## src/rtl/vga_pkg.sv

```systemverilog
// Raster timing shared by the VGA timing generator and the game/pixel decoder.
package vga_pkg;

  typedef struct packed {
    int   pixel_x_bits;
    int   pixel_y_bits;
    int   h_active;
    int   h_fp;
    int   h_sync;
    int   h_bp;
    int   h_total;
    int   v_active;
    int   v_fp;
    int   v_sync;
    int   v_bp;
    int   v_total;
    logic sync_pol;
  } vga_params_t;

  // 640x480@60, negative sync pulses
  localparam vga_params_t VGA_DEFAULT = '{
    pixel_x_bits: 10, pixel_y_bits: 10,
    h_active: 640, h_fp: 16, h_sync: 96, h_bp: 48, h_total: 800,
    v_active: 480, v_fp: 10, v_sync: 2,  v_bp: 33, v_total: 525,
    sync_pol: 1'b0
  };

  function automatic logic in_window(int v, int start, int len);
    return (v >= start) && (v < start + len);
  endfunction

endpackage

```

## src/rtl/vga_mod_counter.sv

```systemverilog
// Modulo-MOD up-counter; wrap flags the enabled step from MOD-1 back to 0.
module vga_mod_counter #(
  parameter int MOD   = 800,
  parameter int WIDTH = 10
) (
  input  logic             clk,
  input  logic             reset,
  input  logic             en,
  output logic [WIDTH-1:0] count,
  output logic             wrap
);

  logic [WIDTH-1:0] count_q, count_d;

  assign wrap  = en && (int'(count_q) == MOD - 1);
  assign count = count_q;

  always_comb begin
    count_d = count_q;
    if (wrap) begin
      count_d = '0;
    end else if (en) begin
      count_d = count_q + 1'b1;
    end
  end

  always_ff @(posedge clk) begin
    if (reset) begin
      count_q <= '0;
    end else begin
      count_q <= count_d;
    end
  end

endmodule

```

## src/rtl/vga_timing_generator.sv

```systemverilog
// Free-running VGA raster: issues the next pixel coordinate to the decoder and
// registers its pixel value together with the sync/blanking outputs.
module vga_timing_generator
  import vga_pkg::*;
#(
  parameter vga_params_t params = VGA_DEFAULT,
  localparam int XW = params.pixel_x_bits,
  localparam int YW = params.pixel_y_bits
) (
  input  logic          clk,
  input  logic          reset,
  output logic [XW-1:0] pixel_x_target_next,
  output logic [YW-1:0] pixel_y_target_next,
  input  logic          pixel_value_next,
  output logic          pixel_out,
  output logic          h_sync,
  output logic          v_sync,
  output logic          video_on,
  output logic          frame_start
);

  localparam int   HA = params.h_active;
  localparam int   HT = params.h_total;
  localparam int   VA = params.v_active;
  localparam int   VT = params.v_total;
  localparam logic SP = params.sync_pol;

  if ((longint'(1) << XW) < longint'(HT)) begin : g_bad_x_width
    $error("pixel_x_bits too narrow for h_total");
  end
  if ((longint'(1) << YW) < longint'(VT)) begin : g_bad_y_width
    $error("pixel_y_bits too narrow for v_total");
  end
  if (HT != HA + params.h_fp + params.h_sync + params.h_bp) begin : g_bad_h_total
    $error("h_total does not match the sum of the horizontal intervals");
  end
  if (VT != VA + params.v_fp + params.v_sync + params.v_bp) begin : g_bad_v_total
    $error("v_total does not match the sum of the vertical intervals");
  end

  logic [XW-1:0] h_cnt;
  logic [YW-1:0] v_cnt;
  logic          h_wrap, v_wrap;

  vga_mod_counter #(.MOD(HT), .WIDTH(XW)) u_h_cnt (
    .clk   (clk),
    .reset (reset),
    .en    (1'b1),
    .count (h_cnt),
    .wrap  (h_wrap)
  );

  vga_mod_counter #(.MOD(VT), .WIDTH(YW)) u_v_cnt (
    .clk   (clk),
    .reset (reset),
    .en    (h_wrap),
    .count (v_cnt),
    .wrap  (v_wrap)
  );

  assign pixel_x_target_next = h_cnt;
  assign pixel_y_target_next = v_cnt;

  int   h_i, v_i;
  logic video_on_d, pixel_d, h_sync_d, v_sync_d, frame_start_d;
  logic video_on_q, pixel_q, h_sync_q, v_sync_q, frame_start_q;
  // Counters sit at (0,0) exactly after reset or after a frame wrap.
  logic origin_q;

  always_comb begin
    h_i           = int'(h_cnt);
    v_i           = int'(v_cnt);
    video_on_d    = (h_i < HA) && (v_i < VA);
    pixel_d       = pixel_value_next && video_on_d;
    h_sync_d      = in_window(h_i, HA + params.h_fp, params.h_sync) ? SP : ~SP;
    v_sync_d      = in_window(v_i, VA + params.v_fp, params.v_sync) ? SP : ~SP;
    frame_start_d = origin_q;
  end

  always_ff @(posedge clk) begin
    if (reset) begin
      video_on_q    <= 1'b0;
      pixel_q       <= 1'b0;
      h_sync_q      <= ~SP;
      v_sync_q      <= ~SP;
      frame_start_q <= 1'b0;
      origin_q      <= 1'b1;
    end else begin
      video_on_q    <= video_on_d;
      pixel_q       <= pixel_d;
      h_sync_q      <= h_sync_d;
      v_sync_q      <= v_sync_d;
      frame_start_q <= frame_start_d;
      origin_q      <= v_wrap;
    end
  end

  assign video_on    = video_on_q;
  assign pixel_out   = pixel_q;
  assign h_sync      = h_sync_q;
  assign v_sync      = v_sync_q;
  assign frame_start = frame_start_q;

endmodule

```

## config.mk

```make
export PLATFORM = sky130hd
export DESIGN_NAME = vga_timing_generator
export DESIGN_NICKNAME = d
export VERILOG_FILES = /design/src/rtl/vga_pkg.sv /design/src/rtl/vga_mod_counter.sv /design/src/rtl/vga_timing_generator.sv
export SDC_FILE = /design/constraint.sdc
export NUM_CORES = 1
export LEC_CHECK = 0
export BUFFER_PORTS_ARGS = -buffer_cell sky130_fd_sc_hd__buf_4
export CAP_MARGIN = 20
export CORE_MARGIN = 3
export CORE_UTILIZATION = 40
export CTS_BUF_LIST = sky130_fd_sc_hd__clkbuf_16
export CTS_CLUSTER_DIAMETER = 120
export DETAILED_ROUTE_END_ITERATION = 6
export HOLD_SLACK_MARGIN = 0.03
export PLACE_DENSITY = 0.68
export SLEW_MARGIN = 20
export SYNTH_ARGS = -nofsm -noshare
export SYNTH_HDL_FRONTEND = slang
export SYNTH_SLANG_ARGS = --single-unit
```

## constraint.sdc

```tcl
create_clock -name clk -period 2.31 [get_ports clk]
set_input_delay 0.1155 -clock clk [delete_from_list [all_inputs] [get_ports clk]]
set_output_delay 0.1155 -clock clk [all_outputs]
set_load 0.005 [all_outputs]
```

==> results of run 1 <==
power by group:
group / total, mW / switching, mW / internal (mW)
sequential: 0.464 / 0.00768 / 0.456
combinational: 0.0332 / 0.0159 / 0.0172
clock: 0.382 / 0.150 / 0.232
flip-flops by register name (all words and copies together), names as in the netlist:
register / flops
frame_start_d: 1
h_sync: 1
pixel_out: 1
video_on: 1
frame_start: 1
u_h_cnt.count: 10
u_v_cnt.count: 10
v_sync: 1
worst paths after layout:
path	depth (start not counted)	to	startpoint	slack [ps]
setup / recovery	4	u_v_cnt.count[9]	u_h_cnt.count[8]	390
hold reg to reg	1	frame_start	frame_start_d	480
hold / removal	2	pixel_out	pixel_value_next	60
setup reg to reg	4	u_v_cnt.count[9]	u_h_cnt.count[8]	390
kinds of logic (layout without fill, tap and decap cells):
kind of cell	after synthesis	in the layout	synth area share, %
mux	3	3	2.49
xor+xnor	14	14	10.2
compound gates	4	4	2.91
flops	26	26	43.2
simple gates	65	65	31.7
fa+ha+maj	4	4	4.15
buf+inv	13	41	5.40
cells in the mapped netlist, drive strengths merged (2+ instances only):
cell,instances,area share [%]
xor2,4,2.9
nand2,5,1.6
nand4b,4,2.9
and3,3,1.7
ha,4,4.2
mux2i,3,2.5
nor4b,2,1.5
and4,3,2.2
nor3,6,2.5
nor4,6,4.4
dfxtp,26,43
buf,3,2.3
inv,9,2.8
nand4,3,1.6
nor2,19,5.9
xnor2,10,7.3
o21ai,2,1.8
nand3,7,2.9
placed cells by master, fill, tap and decap left out:
master	count
ha_1	4
o21ai_0	1
nand3b_1	1
a21oi_1	1
nor3_1	6
o21ai_4	1
buf_4	28
nor4b_1	2
o221ai_1	1
nand4_1	3
clkinv_1	1
or4_4	1
nor2b_1	1
nand3_1	7
xor2_1	4
mux2i_1	3
nand2_1	5
inv_1	9
nor4_1	5
or3b_1	1
clkbuf_16	3
and4_1	3
and3_2	1
and2_1	1
nand4b_1	4
and3_1	2
or3_1	1
nor4_4	1
xnor2_1	10
dfxtp_1	26
nor4bb_1	1
nor2_1	19
per-stage QoR:
stage | power [mW] | cell area, um^2
after floorplan | 0.489 | 1200
after global placement | 0.507 | 1420
after detailed placement | 0.508 | 1420
after CTS | 0.882 | 1500
after global routing | 0.909 | 1500
final | 0.879 | 1500
layout make-up:
type	count	area (um^2)	area share, %
Multi-Input combinational cell	90	619	41.3
Sequential cell	26	520	34.7
Inverter	9	33.8	2.25
Timing Repair Buffer	28	210	14.0
Clock buffer	3	75.1	5.00
Tap cell	31	38.8	2.58
Clock inverter	1	3.75	0.250
per-layer routing:
layer | global-route usage [%] | up-vias | part of all wire [%]
li1 | - | 505 | -
met5 | 0 | - | 0
met3 | 3.40 | 4 | 5.0
met1 | 22.4 | 474 | 47
met2 | 24.4 | 32 | 46
met4 | 6.50 | 0 | 1.4
==> run metrics, run 1 <==
clk_lat worst skew 260 ps; FP Rows 19; vias after detailed routing 1015; total global-route track usage 16.2%; Tightest Hold Check Type in2reg; GPL Wtd Cong 0.907; DRC 0; final setup violation count 0; RSZ-0062 raised after global routing false; number of cells upsized or downsized after cts 0; Synth Register Bits 26; # diodes 0; clk buf depth 2; Hold Worst Slack 58.2 ps; CP delay by family, top simple AND/OR/NAND/NOR gates; first-pass GRT wire length about 4.5 mm; DR vias/cell 5.40; placed cell count 184; die area 3710 um^2; WS Path Type reg2reg; clock sinks 26; Max Slew Vio Count 0; Routed WL per cell around 14 um; clk root buf clkbuf_16; peak supply drop 0.000271 V; status completed; number of CTS-inserted buffers 3; area grow syn2layout 24.6%; sequential element share of the synthesized area 43.2%; vias in the first global route 934; syn_area_per_cell around 9.3 um^2; First DRT Iteration DRCs 25; worst-path cell chain or3b_1, or4_4, o221ai_1, nor3_1; Die Height 60.9 um; Max stage delay cell, worst path or4_4; Starting Density 43.0%; Core Area 2810 um^2; # hold bufs at CTS 0; worst slew pin tran 490 ps; TritonCTS clock tree yes; minimum clock period after layout 1920 ps; post-synth net total around 140; Post-Syn Instances ~130; Setup Buffers After CTS 0; setup TNS 0 ps; arrival time at the worst endpoint 2060 ps; Cell Pwr Density 585 nW/um^2; ys flop type dfxtp_1; antenna viol nets, final 0; Fmax achieved 0.521 GHz; type of origin of the critical path flip-flop; initial antenna violation count 0; number of enable flip-flop cells after synthesis 0; largest net degree at the start of global routing 15; CTS clk-pin slew, worst paths 60 ps; Max-Cap Viols 0; leakage dissipation around 0.60 nW; Crit path buffers/inverters 0; Synth warnings 0; H-tree Lvls 1; total iterations of the first detailed-routing run 4; CP endpoint kind flip-flop; final hold vios 0; # fillers 254; Final WS setup 392 ps; Port Buffer Count 27; Final Instance Count excl. Fillers 188; worst slack at placement ~420 ps; slowest stage delay, CP 530 ps; Worst EP required 2450 ps; crit share post-route 83.0%; layout cell share with drive strength beyond 1 between 20 and 25%; Worst Clk Skew between 3 and 4 ps; Async S/R FF share, synth 0%; post-DP HPWL 1.88 mm; Max FO, Critical Path 7; post-layout util 53.5%; GR Overflow Total 0; Total Nets Final 165; I/O pins 28; area of the mapped netlist 1200 um^2; Yosys cell types 32; Max-slew headroom approximately 67%; Die Wd 60.9 um; drt total wl ~2.6 mm
No activity file was read; power rests on OpenSTA's default activity.
==> run 2: changes to the inputs <==
- clock period: 2.31 -> 1.8 ns (I/O delays scaled with it)
==> run metrics, run 2 (synthesis gave the netlist of run 1 again) <==
status completed (unchanged); Die Height 60.9 um (unchanged); clock sinks 26 (unchanged); Power, Total 1.29 mW (was 0.879 mW); Hold Path End pixel_out (unchanged); RSZ-0062 raised after global routing false (unchanged); Routed WL per cell 14.5 um (was 13.9 um); TritonCTS clock tree yes (unchanged); area grow syn2layout 34.3% (was 24.6%); commonest non-fill, non-tap cell in the layout buf_4 (unchanged); arrival time at the worst endpoint 1860 ps (was 2060 ps); First DRT Iteration DRCs 42 (was 25); # fillers 256 (was 254); placed cell count 195 (was 184); die area 3710 um^2 (unchanged); Total Nets Final 176 (was 165); Max FO, Critical Path 6 (was 7); DRC 0 (unchanged); CTS clk-pin slew, worst paths 60 ps (about the same); antenna viol nets, final 0 (unchanged); Final Instance Count excl. Fillers 199 (was 188); I/O pins 28 (unchanged); DR vias/cell 5.37 (was 5.40); first-pass GRT wire length 4.89 mm (was 4.50 mm); FF-to-FF path depth 4 (unchanged); H-tree Lvls 1 (unchanged); reg2reg end u_v_cnt.count[9] (unchanged); vias after detailed routing 1069 (was 1015); number of CTS-inserted buffers 3 (unchanged); initial antenna violation count 0 (unchanged); FP Rows 19 (unchanged); worst slack at placement 76.6 ps (was 423 ps); drt total wl 2.88 mm (was 2.62 mm); Fmax achieved 0.584 GHz (was 0.521 GHz); Crit path buffers/inverters 0 (unchanged); RR Startpoint u_h_cnt.count[7] (was u_h_cnt.count[8]); GR Overflow Total 0 (unchanged); Final WS setup 87.4 ps (was 392 ps); worst hold path startpoint pixel_value_next (unchanged); Die Wd 60.9 um (unchanged); type of origin of the critical path flip-flop (unchanged); WS Path Type reg2reg (unchanged); minimum clock period after layout 1710 ps (was 1920 ps); leakage dissipation 0.662 nW (was 0.596 nW); worst-path cell chain or3b_4, or4_4, o221ai_1, nor3_1 (was or3b_1, or4_4, o221ai_1, nor3_1); # hold bufs at CTS 0 (unchanged); peak supply drop 0.000474 V (was 0.000271 V); worst slew pin tran 407 ps (was 490 ps); Core Area 2810 um^2 (unchanged); clk buf depth 2 (unchanged); FF-to-FF setup slack 90 ps (was 390 ps); Multi-input gate area 624 um^2 (was 619 um^2); CP delay by family, top simple AND/OR/NAND/NOR gates (unchanged); CP endpoint kind flip-flop (unchanged); Port Buffer Count 27 (unchanged); clk root buf clkbuf_16 (unchanged); total iterations of the first detailed-routing run 4 (unchanged); Starting Density 43.0% (unchanged); vias in the first global route 1018 (was 934); final hold vios 0 (unchanged); crit share post-route 95.1% (was 83.0%); Tightest Hold Check Type in2reg (unchanged); Max-Cap Viols 0 (unchanged); Max-slew headroom 72.6% (was 67.0%); slowest stage delay, CP 560 ps (was 530 ps); Levels on crit path 4 (unchanged); Worst Clk Skew 3.20 ps (was 3.55 ps); layout cell share with drive strength beyond 1 30.4% (was 22.3%); Max stage delay cell, worst path or4_4 (unchanged); Worst EP required 1950 ps (was 2450 ps); Max Slew Vio Count 0 (unchanged); largest net degree at the start of global routing 16 (was 15); hold depth 2 (unchanged); post-DP HPWL 2.20 mm (was 1.88 mm); final setup violation count 0 (unchanged); Cell Pwr Density 797 nW/um^2 (was 585 nW/um^2); GPL Wtd Cong 0.891 (was 0.907); # diodes 0 (unchanged); Reg area 523 um^2 (was 520 um^2); clk_lat worst skew 260 ps (about the same); Hold Worst Slack 32.6 ps (was 58.2 ps); most frequent cells in the layout buf_4 (39), dfxtp_1 (24), nor2_1 (19), xnor2_1 (10), inv_1 (9) (was buf_4 (28), dfxtp_1 (26), nor2_1 (19), xnor2_1 (10), inv_1 (9)); total global-route track usage 18.0% (was 16.2%)
run 2: cell types whose count changed in the layout (fill, tap and decap cells not counted), sizes merged:
cell,before,now
bufinv,0,1
buf,28,39
clkinv,1,0
run 2: worst register-to-register path, delay by kind of cell, from the launching register on:
kind               cells  cell delay [ps]
and+or+nand+nor        3             1030
AOI/OAI and AO/OA      1              260
DFF                    1              310
run 2: worst max-delay path by stage:
stage / from / slack, ps / endpoint
final: u_h_cnt.count[7] / 90 / u_v_cnt.count[9]
after global routing: u_h_cnt.count[7] / 2 / u_v_cnt.count[3]
after CTS: u_h_cnt.count[7] / 60 / u_v_cnt.count[3]
after detailed placement: u_h_cnt.count[7] / 80 / u_v_cnt.count[3]
after global placement: u_h_cnt.count[7] / 80 / u_v_cnt.count[8]
after floorplan: u_h_cnt.count[8] / -10 / u_v_cnt.count[0]
run 2: repair_timing:
action,in CTS,in global routing
gates resized for setup,0,1
setup buffers,0,0
endpoints found under the setup margin,0,5
run 2: report_power, final:
part           internal (mW)  switching (mW)  leakage, nW
registers              0.586         0.00575        0.212
logic                 0.0275          0.0260        0.399
clock network          0.442           0.201       0.0511
total                   1.06           0.233        0.662
run 2: cell type report:
cell class                      count  share of cell area (%)
Timing Repair Buffer               39                    18.1
Clock buffer                        3                    4.64
Sequential cell                    26                    32.3
Inverter                            9                    2.09
Multi-Input combinational cell     90                    38.6
Clock inverter                      1                    1.86
Tap cell                           31                    2.40
run 2: layer usage:
metal	GRT usage, %	vias to the layer above	wire, um
met1	23.4	508	1300
met4	7.43	0	56
li1	-	531	-
met5	0	-	0
met3	4.04	7	120
met2	28.7	23	1400
run 2: stage by stage:
stage	TNS [ps]	util [%]	cell area (um^2)
6_report	0	57.7	1620
5_1_grt	0	57.7	1620
4_1_cts	0	57.6	1620
3_5_place_dp	0	53.8	1510
3_3_place_gp	0	53.8	1510
2_1_floorplan	-87.2	-	1210
